$ cat src/rtl/mem_stage_pkg.sv
// Shared constants and bus layouts for the memory-access stage.
// The packed structs mirror the execute-to-memory and memory-to-writeback bus bit layouts.
package mem_stage_pkg;

  localparam int ES_TO_MS_BUS_WD = 153;
  localparam int MS_TO_WS_BUS_WD = 117;
  localparam logic [4:0] NO_EX   = 5'h1f;

  typedef enum logic [2:0] {
    LOAD_OP_LW   = 3'd0,
    LOAD_OP_LB   = 3'd1,
    LOAD_OP_LBU  = 3'd2,
    LOAD_OP_LH   = 3'd3,
    LOAD_OP_LHU  = 3'd4,
    LOAD_OP_LWL  = 3'd5,
    LOAD_OP_LWR  = 3'd6,
    LOAD_OP_NONE = 3'd7
  } load_op_e;

  typedef struct packed {
    logic [4:0]  rd;
    logic        mfc0;
    logic        mtc0;
    logic        pc_error;
    logic [31:0] badvaddr;
    logic [4:0]  ex_code;
    logic        eret;
    logic        slot;
    logic        gr_we;
    logic [4:0]  dest;
    logic [31:0] result;
    logic [31:0] pc;
  } ms_to_ws_t;

  typedef struct packed {
    logic [31:0] rt_value;
    load_op_e    load_op;
    logic        data_req;
    ms_to_ws_t   payload;
  } es_to_ms_t;

endpackage

$ cat src/rtl/mem_stage_load_align.sv
// Combinational load-data extraction: byte/half selection with sign/zero extension, and
// lwl/lwr merges with the old rt value. Non-load ops pass the ALU result through.
module mem_stage_load_align
  import mem_stage_pkg::*;
(
  input  load_op_e    i_load_op,
  input  logic [31:0] i_result,
  input  logic [31:0] i_data,
  input  logic [31:0] i_rt,
  output logic [31:0] o_result
);

  logic [1:0]  w_addr;
  logic [7:0]  w_byte;
  logic [15:0] w_half;

  assign w_addr = i_result[1:0];
  assign w_half = w_addr[1] ? i_data[31:16] : i_data[15:0];

  always_comb begin
    case (w_addr)
      2'd0:    w_byte = i_data[7:0];
      2'd1:    w_byte = i_data[15:8];
      2'd2:    w_byte = i_data[23:16];
      default: w_byte = i_data[31:24];
    endcase
  end

  always_comb begin
    o_result = i_result;
    case (i_load_op)
      LOAD_OP_LW:  o_result = i_data;
      LOAD_OP_LB:  o_result = {{24{w_byte[7]}}, w_byte};
      LOAD_OP_LBU: o_result = {24'd0, w_byte};
      LOAD_OP_LH:  o_result = {{16{w_half[15]}}, w_half};
      LOAD_OP_LHU: o_result = {16'd0, w_half};
      LOAD_OP_LWL: begin
        case (w_addr)
          2'd0:    o_result = {i_data[7:0],  i_rt[23:0]};
          2'd1:    o_result = {i_data[15:0], i_rt[15:0]};
          2'd2:    o_result = {i_data[23:0], i_rt[7:0]};
          default: o_result = i_data;
        endcase
      end
      LOAD_OP_LWR: begin
        case (w_addr)
          2'd0:    o_result = i_data;
          2'd1:    o_result = {i_rt[31:24], i_data[31:8]};
          2'd2:    o_result = {i_rt[31:16], i_data[31:16]};
          default: o_result = {i_rt[31:8],  i_data[31:24]};
        endcase
      end
      default:     o_result = i_result;
    endcase
  end

endmodule

$ cat src/rtl/mem_stage.sv
// MIPS memory-access stage: waits for the data-SRAM response of an issued load/store, aligns load
// data and hands the result to write-back over valid/allowin; holds while write-back stalls.
module mem_stage
  import mem_stage_pkg::*;
(
  input  logic                       clk,
  input  logic                       reset,
  output logic                       ms_allowin,
  input  logic                       es_to_ms_valid,
  input  logic [ES_TO_MS_BUS_WD-1:0] es_to_ms_bus,
  input  logic                       ws_allowin,
  output logic                       ms_to_ws_valid,
  output logic [MS_TO_WS_BUS_WD-1:0] ms_to_ws_bus,
  input  logic                       data_sram_data_ok,
  input  logic [31:0]                data_sram_rdata,
  input  logic                       ws_flush,
  output logic [4:0]                 MS_dest,
  output logic [31:0]                MS_dest_data,
  output logic                       MS_inst_mfc0,
  output logic                       ms_load_stall,
  output logic                       MS_EX
);

  logic        r_ms_valid;
  es_to_ms_t   r_bus;
  logic [31:0] r_rdata_buf;
  logic        r_rdata_buf_valid;
  logic [1:0]  r_cancel_cnt;

  logic        w_has_ex;
  logic        w_data_ok_live;
  logic        w_ready_go;
  logic        w_leave;
  logic        w_cancel_inc;
  logic        w_cancel_dec;
  logic [31:0] w_sel_data;
  logic [31:0] w_result;
  ms_to_ws_t   w_out;

  assign w_has_ex       = r_bus.payload.ex_code != NO_EX;
  // A response arriving while cancel_cnt>0 belongs to a flushed request.
  assign w_data_ok_live = data_sram_data_ok && (r_cancel_cnt == 2'd0);
  assign w_ready_go     = !r_bus.data_req || w_has_ex ||
                          ((r_cancel_cnt == 2'd0) && (data_sram_data_ok || r_rdata_buf_valid));
  assign ms_allowin     = !r_ms_valid || (w_ready_go && ws_allowin);
  assign w_leave        = r_ms_valid && w_ready_go && ws_allowin;
  assign w_cancel_inc   = ws_flush && r_ms_valid && r_bus.data_req &&
                          !r_rdata_buf_valid && !w_data_ok_live;
  assign w_cancel_dec   = data_sram_data_ok && (r_cancel_cnt != 2'd0);

  always_ff @(posedge clk) begin
    if (reset) begin
      r_ms_valid               <= 1'b0;
      r_bus                    <= '0;
      r_bus.payload.ex_code    <= NO_EX;
      r_rdata_buf              <= 32'd0;
      r_rdata_buf_valid        <= 1'b0;
      r_cancel_cnt             <= 2'd0;
    end else begin
      if (ws_flush) begin
        r_ms_valid <= 1'b0;
      end else if (ms_allowin) begin
        r_ms_valid <= es_to_ms_valid;
      end

      if (es_to_ms_valid && ms_allowin) begin
        r_bus <= es_to_ms_t'(es_to_ms_bus);
      end

      // Keep the response when write-back cannot take it this cycle; the SRAM will not repeat it.
      if (ws_flush || w_leave) begin
        r_rdata_buf_valid <= 1'b0;
      end else if (r_ms_valid && w_data_ok_live && !ws_allowin) begin
        r_rdata_buf       <= data_sram_rdata;
        r_rdata_buf_valid <= 1'b1;
      end

      r_cancel_cnt <= r_cancel_cnt + {1'b0, w_cancel_inc} - {1'b0, w_cancel_dec};
    end
  end

  assign w_sel_data = r_rdata_buf_valid ? r_rdata_buf : data_sram_rdata;

  mem_stage_load_align u_load_align (
    .i_load_op (r_bus.load_op),
    .i_result  (r_bus.payload.result),
    .i_data    (w_sel_data),
    .i_rt      (r_bus.rt_value),
    .o_result  (w_result)
  );

  always_comb begin
    w_out        = r_bus.payload;
    w_out.result = w_result;
  end

  assign ms_to_ws_bus   = w_out;
  assign ms_to_ws_valid = r_ms_valid && w_ready_go && !ws_flush;

  assign MS_dest        = (r_ms_valid && r_bus.payload.gr_we) ? r_bus.payload.dest : 5'd0;
  assign MS_dest_data   = w_result;
  assign MS_inst_mfc0   = r_ms_valid && r_bus.payload.mfc0;
  assign ms_load_stall  = r_ms_valid && (r_bus.load_op != LOAD_OP_NONE) && !w_ready_go;
  assign MS_EX          = r_ms_valid && (w_has_ex || r_bus.payload.eret);

endmodule

$ cat config.mk
export PLATFORM = sky130hd
export DESIGN_NAME = mem_stage
export DESIGN_NICKNAME = d
export VERILOG_FILES = /design/src/rtl/mem_stage_pkg.sv /design/src/rtl/mem_stage_load_align.sv /design/src/rtl/mem_stage.sv
export SDC_FILE = /design/constraint.sdc
export NUM_CORES = 1
export LEC_CHECK = 0
export BUFFER_PORTS_ARGS = -buffer_cell sky130_fd_sc_hd__buf_4
export CAP_MARGIN = 20
export CORE_ASPECT_RATIO = 1.4
export CORE_MARGIN = 4
export CORE_UTILIZATION = 57
export CTS_CLUSTER_SIZE = 14
export DETAILED_ROUTE_END_ITERATION = 10
export HOLD_SLACK_MARGIN = 0.15
export PLACE_DENSITY = 0.93
export SLEW_MARGIN = 20
export SYNTH_ARGS = -nofsm -noshare
export SYNTH_HDL_FRONTEND = slang
export SYNTH_HIERARCHICAL = 1
export SYNTH_SLANG_ARGS = --single-unit
export TNS_END_PERCENT = 10
$ cat constraint.sdc
create_clock -name clk -period 4.7 [get_ports clk]
set_clock_uncertainty 0.2 [all_clocks]
set_input_delay 0.235 -clock clk [delete_from_list [all_inputs] [get_ports clk]]
set_output_delay 0.235 -clock clk [all_outputs]
set_load 0.01 [all_outputs]
==> results of run 1 <==
## worst max-delay path, delay by kind of cell (launching register included)
family          cells  cell delay (ns)
mux                 2             0.65
compound gates      2             0.68
flops               1             0.91
simple gates        1             0.04
buf+inv             2             0.68
## worst max path at each step
stage	startpoint	slack [ns]	cells past startpoint	endpoint
floorplan	r_rdata_buf_valid	1.69	10	ms_to_ws_bus[49]
global placement	r_rdata_buf_valid	1.19	8	MS_dest_data[24]
detailed placement	r_bus[33]	1.41	7	ms_to_ws_bus[56]
CTS	r_bus[33]	0.92	7	ms_to_ws_bus[56]
global route	r_bus[33]	0.72	7	MS_dest_data[24]
finish	r_bus[33]	0.84	7	MS_dest_data[24]
## cell type report
class                           count  area [um2]  area share [%]
Antenna cell                        4       10.01         0.06224
Clock buffer                       17       425.4           2.645
Clock inverter                     15       186.4           1.159
Inverter                            6       22.52          0.1400
Multi-Input combinational cell    926        6711           41.73
Sequential cell                   189        3789           23.56
Tap cell                          256       320.3           1.992
Timing Repair Buffer              548        4617           28.71
## cells in the mapped netlist, drive strengths merged (2+ instances only)
library cell  number  area, um2
and2               6      37.54
o211ai             4      30.03
a22oi              5      37.54
inv                5      18.77
nor2              93      349.1
dfxtp            189       3784
clkbuf            48      180.2
nor2b             17      106.4
nand3              4      20.02
nand2             29      113.9
o21ai             37      188.9
mux2              47      529.3
mux2i            215       2165
nand4              4      25.02
ha                 2      25.02
o221ai             2      17.52
a211oi            11      82.58
a311oi             2      17.52
nand2b           310       1939
or2                4      25.02
a21oi             36      180.2
a222oi             4      40.04
a32oi              4      35.03
or3b               3      26.28
o22ai              8      50.05
nor3               4      36.29
a211o              4      35.03
and4               4      35.03
and3               6      37.54
a221oi            13      113.9
a31oi             13      81.33
o21a               7      52.55
buf              168       1239
o32a               4      40.04
o22a              12      105.1
## metrics by stage
step                      area [um2]  hold slack [ns]  util [%]
final                          16080           0.2242     78.23
after global routing           16080           0.2559     78.22
after CTS                      16070           0.2412     78.16
after detailed placement       13570           0.2580     66.03
after global placement         13570           0.2554     66.01
after floorplan                11920           0.1423         -
## kinds of logic (layout without fill, tap and decap cells)
logic type,after synthesis,count (layout),synth area share (%)
other cells,0,4,0
buf+inv,222,586,12.09
fa+ha+maj,2,2,0.2099
flops,189,189,31.74
simple gates,488,488,23.35
compound gates,171,171,9.667
mux,263,263,22.79
xor+xnor,2,2,0.1470
## state kept, by name (all words and copies together) (netlist names)
register / count
r_cancel_cnt: 2
r_ms_valid: 1
r_rdata_buf: 32
r_bus: 68
ms_to_ws_bus: 85
r_rdata_buf_valid: 1
## report_power, final
part           internal (uW)  switching (uW)
Combinational            620             555
Clock                    728             760
Sequential              1690            94.0
Total                   3040            1410
## placed cells by master (no fill, tap or decap), types with 4 or more instances in the layout
cell             n
buf_4          357
nand2b_1       310
mux2i_1        214
dlygate4sd3_1  188
dfxtp_1        187
nor2_1          93
mux2_2          46
a21oi_1         36
o21ai_0         34
nand2_1         27
nor2b_1         17
clkbuf_16       17
a31oi_1         13
a221oi_1        13
o22a_1          12
a211oi_1        11
o22ai_1          8
o21a_1           7
and3_1           6
and2_1           6
inv_1            5
inv_8            5
clkinv_8         5
a22oi_1          5
diode_2          4
and4_1           4
nand4_1          4
nand3_1          4
a222oi_1         4
a211o_1          4
a32oi_1          4
o211ai_1         4
o32a_1           4
## repair_timing
item,CTS,global route
buffers inserted,0,0
hold endpoints to repair,187,0
endpoints found under the setup margin,0,0
hold buffers,188,0
## layer usage
layer,GRT usage (%),part of all wire [%]
met1,37.21,36
met2,59.91,50
met3,7.422,8.2
met4,19.50,5.9
met5,0,0
==> metrics.md, run 1 <==
| Metric | Value |
|---|---|
| Async S/R FF share, synth | `0%` |
| Setup_tns | `0 ns` |
| Synth Flop Type | `dfxtp_1` |
| Worst Slack Setup Final | `0.8376 ns` |
| DRC errors left | `0` |
| Peak VDD IR | `0.2340 mV` |
| Seq/Total Area, Yosys | `31.74%` |
| Seq cells post-synth | `189` |
| Post_cts resized | `0` |
| Antenna violations before repair | `3` |
| Pre-CTS WS | `1.413 ns` |
| Crit Path Class | `reg2out` |
| # H-tree levels | `4` |
| Reg clk slew, reported paths | `0.08 ns` |
| Min-Delay Endpoint | `r_rdata_buf[3]` |
| Global-route wire length before repair | `62.17 mm` |
| R2R depth | `6` |
| WL/cell | `21.15 um` |
| RSZ-0062 raised after global routing | `no` |
| Critical path capture point type | `output port` |
| Die Ht | `179.1 um` |
| Std cell rows | `62` |
| Placed Cells | `1737` |
| Layout net count | `1881` |
| Critical Path AT | `3.43 ns` |
| R2R Path Start | `r_rdata_buf_valid` |
| Drt initial violations | `1168` |
| Crit start category | `register` |
| CTS tree | `built` |
| Critical-path cell list | `buf_4, mux2i_1, mux2_2, nor2_1, a221oi_1, a21oi_1, buf_4` |
| Vias/cell | `5.712` |
| Final Hold Viols | `0` |
| EDFF count, synth | `0` |
| Tightest Pin Transition | `1.036 ns` |
| CP most frequent cell | `buf_4` |
| Static leakage | `0.006928 uW` |
| CTS Buffer Depth | `2` |
| Syn_nets | `1530` |
| Cells after Synth | `1337` |
| # fillers | `1269` |
| Max-slew violations | `0` |
| Initial Utilization | `57.99%` |
| Slowest stage delay, CP | `0.91 ns` |
| Largest net degree at the start of global routing | `258` |
| Area Growth Syn to Fin | `34.91%` |
| Power Dens Cells | `276.8 nW/um2` |
| # Max-Cap Violations | `0` |
| Worst hold stages | `2` |
| Pwr Total | `4451 uW` |
| Synth cell types | `60` |
| Synthesized area | `11920 um2` |
| CTS buffer count | `17` |
| Core ar. | `20560 um2` |
| Slew margin rel. | `30.91%` |
| Synth warn | `6` |
| Worst hold start | `reset` |
| Clock Sinks | `189` |
| Global Route Usage Sum | `34.04%` |
| Fmax | `258.9 MHz` |
| Gpl congestion | `0.9797` |
| Grt ovf | `0` |
| DR pass1 iterations | `8` |
| Final setup viols | `0` |
| Ports | `350` |
| Critical R2R Capture | `ms_to_ws_bus[31]` |
| Period utilization | `82.18%` |
| Mean Syn Cell Area | `8.916 um2` |
| Vias in the first global route | `11354` |
| Root cell of the clock tree | `clkbuf_16` |
| Cell Count, Final, Fillers Out | `1961` |
| Routed Antenna Nets | `0` |
| Final worst path period need | `3.862 ns` |
| Slowest CP cell | `dfxtp_4` |
| Clock insertion delay at the later pin of the skew report | `0.44 ns` |
| Die area | `23320 um2` |
| Fraction of layout cells with a size suffix above 1 | `26.63%` |
| IO buf count | `349` |
| Worst-path fanout max | `77` |
| WP data required | `4.26 ns` |
| Status | `completed` |
| Hold crit path type | `in2reg` |
| Slack of the worst reg-to-reg path | `1.47 ns` |
| Die X | `130.2 um` |
| Final HPWL DP | `25.75 mm` |
| Final WL | `41.47 mm` |
| Vias | `11202` |
No activity file was read; power rests on OpenSTA's default activity.
==> inputs of run 2 (changes only) <==
--- a/config.mk
+++ b/config.mk
@@ -9,11 +9,11 @@
 export CAP_MARGIN = 20
 export CORE_ASPECT_RATIO = 1.4
 export CORE_MARGIN = 4
-export CORE_UTILIZATION = 57
+export CORE_UTILIZATION = 53
 export CTS_CLUSTER_SIZE = 14
 export DETAILED_ROUTE_END_ITERATION = 10
 export HOLD_SLACK_MARGIN = 0.15
-export PLACE_DENSITY = 0.93
+export PLACE_DENSITY = 0.88
 export SLEW_MARGIN = 20
 export SYNTH_ARGS = -nofsm -noshare
 export SYNTH_HDL_FRONTEND = slang
==> constraint.sdc (replaced) <==
create_clock -name clk -period 3.84 [get_ports clk]
set_clock_uncertainty 0.2 [all_clocks]
set_input_delay 0.192 -clock clk [delete_from_list [all_inputs] [get_ports clk]]
set_output_delay 0.192 -clock clk [all_outputs]
set_load 0.01 [all_outputs]
==> metrics.md, run 2 (synthesis results as in run 1) <==
| Metric | Value |
|---|---|
| Clock Sinks | `189 (unchanged)` |
| Slew margin rel. | `45.42% (+15 points)` |
| Grt ovf | `0 (unchanged)` |
| Flop pwr share | `40.3% (about the same)` |
| # Max-Cap Violations | `0 (unchanged)` |
| Final worst path period need | `3.689 ns` |
| Routed Antenna Nets | `0 (unchanged)` |
| Critical R2R Capture | `r_rdata_buf[12]` |
| Area Growth Syn to Fin | `37.02%` |
| Final Hold Viols | `0 (unchanged)` |
| Sw power | `1650 uW (+17%)` |
| R2R depth | `6 (unchanged)` |
| Worst path bufs/invs | `2 (unchanged)` |
| Global Route Usage Sum | `34.33% (+0.28 points)` |
| Switching share of power | `30.39% (-1.3 points)` |
| # fillers | `1446 (+14%)` |
| Period utilization | `96.07%` |
| Post_cts resized | `0 (unchanged)` |
| Setup Buffers After CTS | `0 (unchanged)` |
| Ports | `350 (unchanged)` |
| Commonest non-fill, non-tap cell in the layout | `buf_4` |
| Core ar. | `22020 um2 (+7.1%)` |
| Logic gate share of total power | `27.3% (+0.9 points)` |
| # H-tree levels | `4 (unchanged)` |
| Die Ht | `185.4 um (+3.5%)` |
| Fmax | `271.1 MHz` |
| Setup_tns | `0 ns (unchanged)` |
| Reg clk slew, reported paths | `0.07 ns (about the same)` |
| Vias in the first global route | `11779 (+3.7%)` |
| Critical Path AT | `3.30 ns (-0.13 ns)` |
| Slowest stage delay, CP | `0.44 ns (-0.47 ns)` |
| CP top delay family | `multiplexers` |
| Clock insertion delay at the later pin of the skew report | `0.45 ns (about the same)` |
| CTS buffer count | `17 (unchanged)` |
| Max reg flops | `85 (unchanged)` |
| WL/cell | `22.07 um (+4.4%)` |
| Root cell of the clock tree | `clkbuf_16` |
| DR pass1 iterations | `5 (-3)` |
| R2R Path Start | `r_ms_valid` |
| CTS Buffer Depth | `2 (unchanged)` |
| Worst hold start | `reset` |
| Antenna violations before repair | `8 (+5)` |
| Most frequent cells in the layout | `buf_4, nand2b_1, mux2i_1, dlygate4sd3_1, dfxtp_1` |
| Drt initial violations | `911 (-22%)` |
| Static leakage | `0.007063 uW (+2.0%)` |
| Final setup viols | `0 (unchanged)` |
| Hold crit path type | `in2reg` |
| Global-route wire length before repair | `66.64 mm (+7.2%)` |
| Initial Utilization | `54.13% (-3.9 points)` |
| Max-slew violations | `0 (unchanged)` |
| Vias/cell | `5.697 (-0.27%)` |
| Power Dens Cells | `332.5 nW/um2 (+20%)` |
| Critical path capture point type | `output port` |
| Vias | `11570 (+3.3%)` |
| Final WL | `44.83 mm (+8.1%)` |
| Tightest Pin Transition | `0.8142 ns (-0.2221 ns)` |
| Pwr Total | `5430 uW (+22%)` |
| Slowest CP cell | `dfxtp_1` |
| Largest net degree at the start of global routing | `139 (-46%)` |
| Worst hold stages | `3 (+1)` |
| IO buf count | `349 (unchanged)` |
| Slack of the worst reg-to-reg path | `0.78 ns (-0.69 ns)` |
| Critical-path cell list | `buf_4, mux2_2, mux2_2, mux2i_1, nor2_1, a221oi_1, a21oi_1, buf_4` |
| Worst-path fanout max | `31 (-60%)` |
| Min-Delay Endpoint | `r_bus[144]` |
| Status | `completed` |
| Pint | `3780 uW (+24%)` |
| Die X | `134.7 um (+3.5%)` |
| Clock power share | `32.4% (-1.0 points)` |
| Layout net count | `1908 (+1.4%)` |
| Die area | `24990 um2 (+7.1%)` |
| Gpl congestion | `0.9456 (-3.5%)` |
| Std cell rows | `64 (+3.2%)` |
| Peak VDD IR | `0.3522 mV (+51%)` |
| DRC errors left | `0 (unchanged)` |
| Crit Path Class | `reg2out` |
| CTS tree | `built` |
| Crit start category | `register` |
| Fraction of layout cells with a size suffix above 1 | `27.00% (+0.37 points)` |
| WP data required | `3.45 ns (-0.81 ns)` |
| RSZ-0062 raised after global routing | `no` |
| Final HPWL DP | `27.54 mm (+6.9%)` |
-- run 2: cell types whose count changed in the layout (fill, tap and decap cells not counted), sizes merged --
cell / previous run / this run
bufinv: 0 / 1
inv: 12 / 9
clkinv: 7 / 4
clkbuf: 17 / 20
diode: 4 / 8
dlygate4sd3: 188 / 199
buf: 360 / 376
-- run 2: worst max-delay path by stage --
stage | from | endpoint | cells past startpoint
2_1_floorplan | r_rdata_buf_valid | ms_to_ws_bus[49] | 10
3_5_place_dp | r_rdata_buf_valid | MS_dest_data[27] | 8
4_1_cts | r_rdata_buf_valid | MS_dest_data[27] | 8
5_1_grt | r_rdata_buf_valid | MS_dest_data[27] | 8
6_report | r_rdata_buf_valid | MS_dest_data[27] | 8
3_3_place_gp | r_rdata_buf_valid | ms_to_ws_bus[59] | 7
-- run 2: layer usage --
metal / part of all wire, % / up-vias / track usage (%)
met3: 8.0 / 244 / 7.690
met2: 48 / 745 / 58.49
met1: 35 / 5377 / 36.89
li1: - / 5204 / -
met5: 0 / - / 0
met4: 8.2 / 0 / 26.00
-- run 2: layout make-up --
cell class / instances / area (um2) / area share [%]
multi-input combinational: 926 / 6711 / 41.09
clock buffer: 20 / 456.7 / 2.796
inverter: 6 / 22.52 / 0.1379
clock inverter: 10 / 106.4 / 0.6511
timing repair buffer: 575 / 4856 / 29.73
tap: 297 / 371.6 / 2.275
sequential: 189 / 3789 / 23.20
antenna: 8 / 20.02 / 0.1226
-- run 2: power by group through the flow --
stage / clock network (uW) / logic [uW] / registers (uW)
final: 1760 / 1480 / 2190
after global routing: 1840 / 1570 / 2200
after CTS: 1770 / 1420 / 2170
after detailed placement: 0 / 1260 / 2220
after global placement: 0 / 1240 / 2210
after floorplan: 0 / 857 / 2170
-- run 2: repair_timing --
item,4_1_cts,5_1_grt
endpoints found under the hold margin,187,0
setup endpoints to repair,0,0
hold buffers,199,0
-- run 2: per-stage QoR --
stage          hold WS (ns)  setup slack (ns)  area [um2]  utilization (%)  instances
2_1_floorplan       0.09934            0.8766       11920                -       1337
3_3_place_gp         0.2238            0.6925       13750            62.45       1794
3_5_place_dp         0.2423            0.8110       13760            62.48       1794
4_1_cts              0.2084            0.3264       16310            74.08       2023
5_1_grt              0.2603           0.04439       16330            74.17       2031
6_report             0.2295            0.1511       16330            74.17       2031
-- run 2: tightest hold or removal path, stage by stage --
cell	delay [ns]
buf_6	0.28
nand2b_1	0.24
mux2i_1	0.11
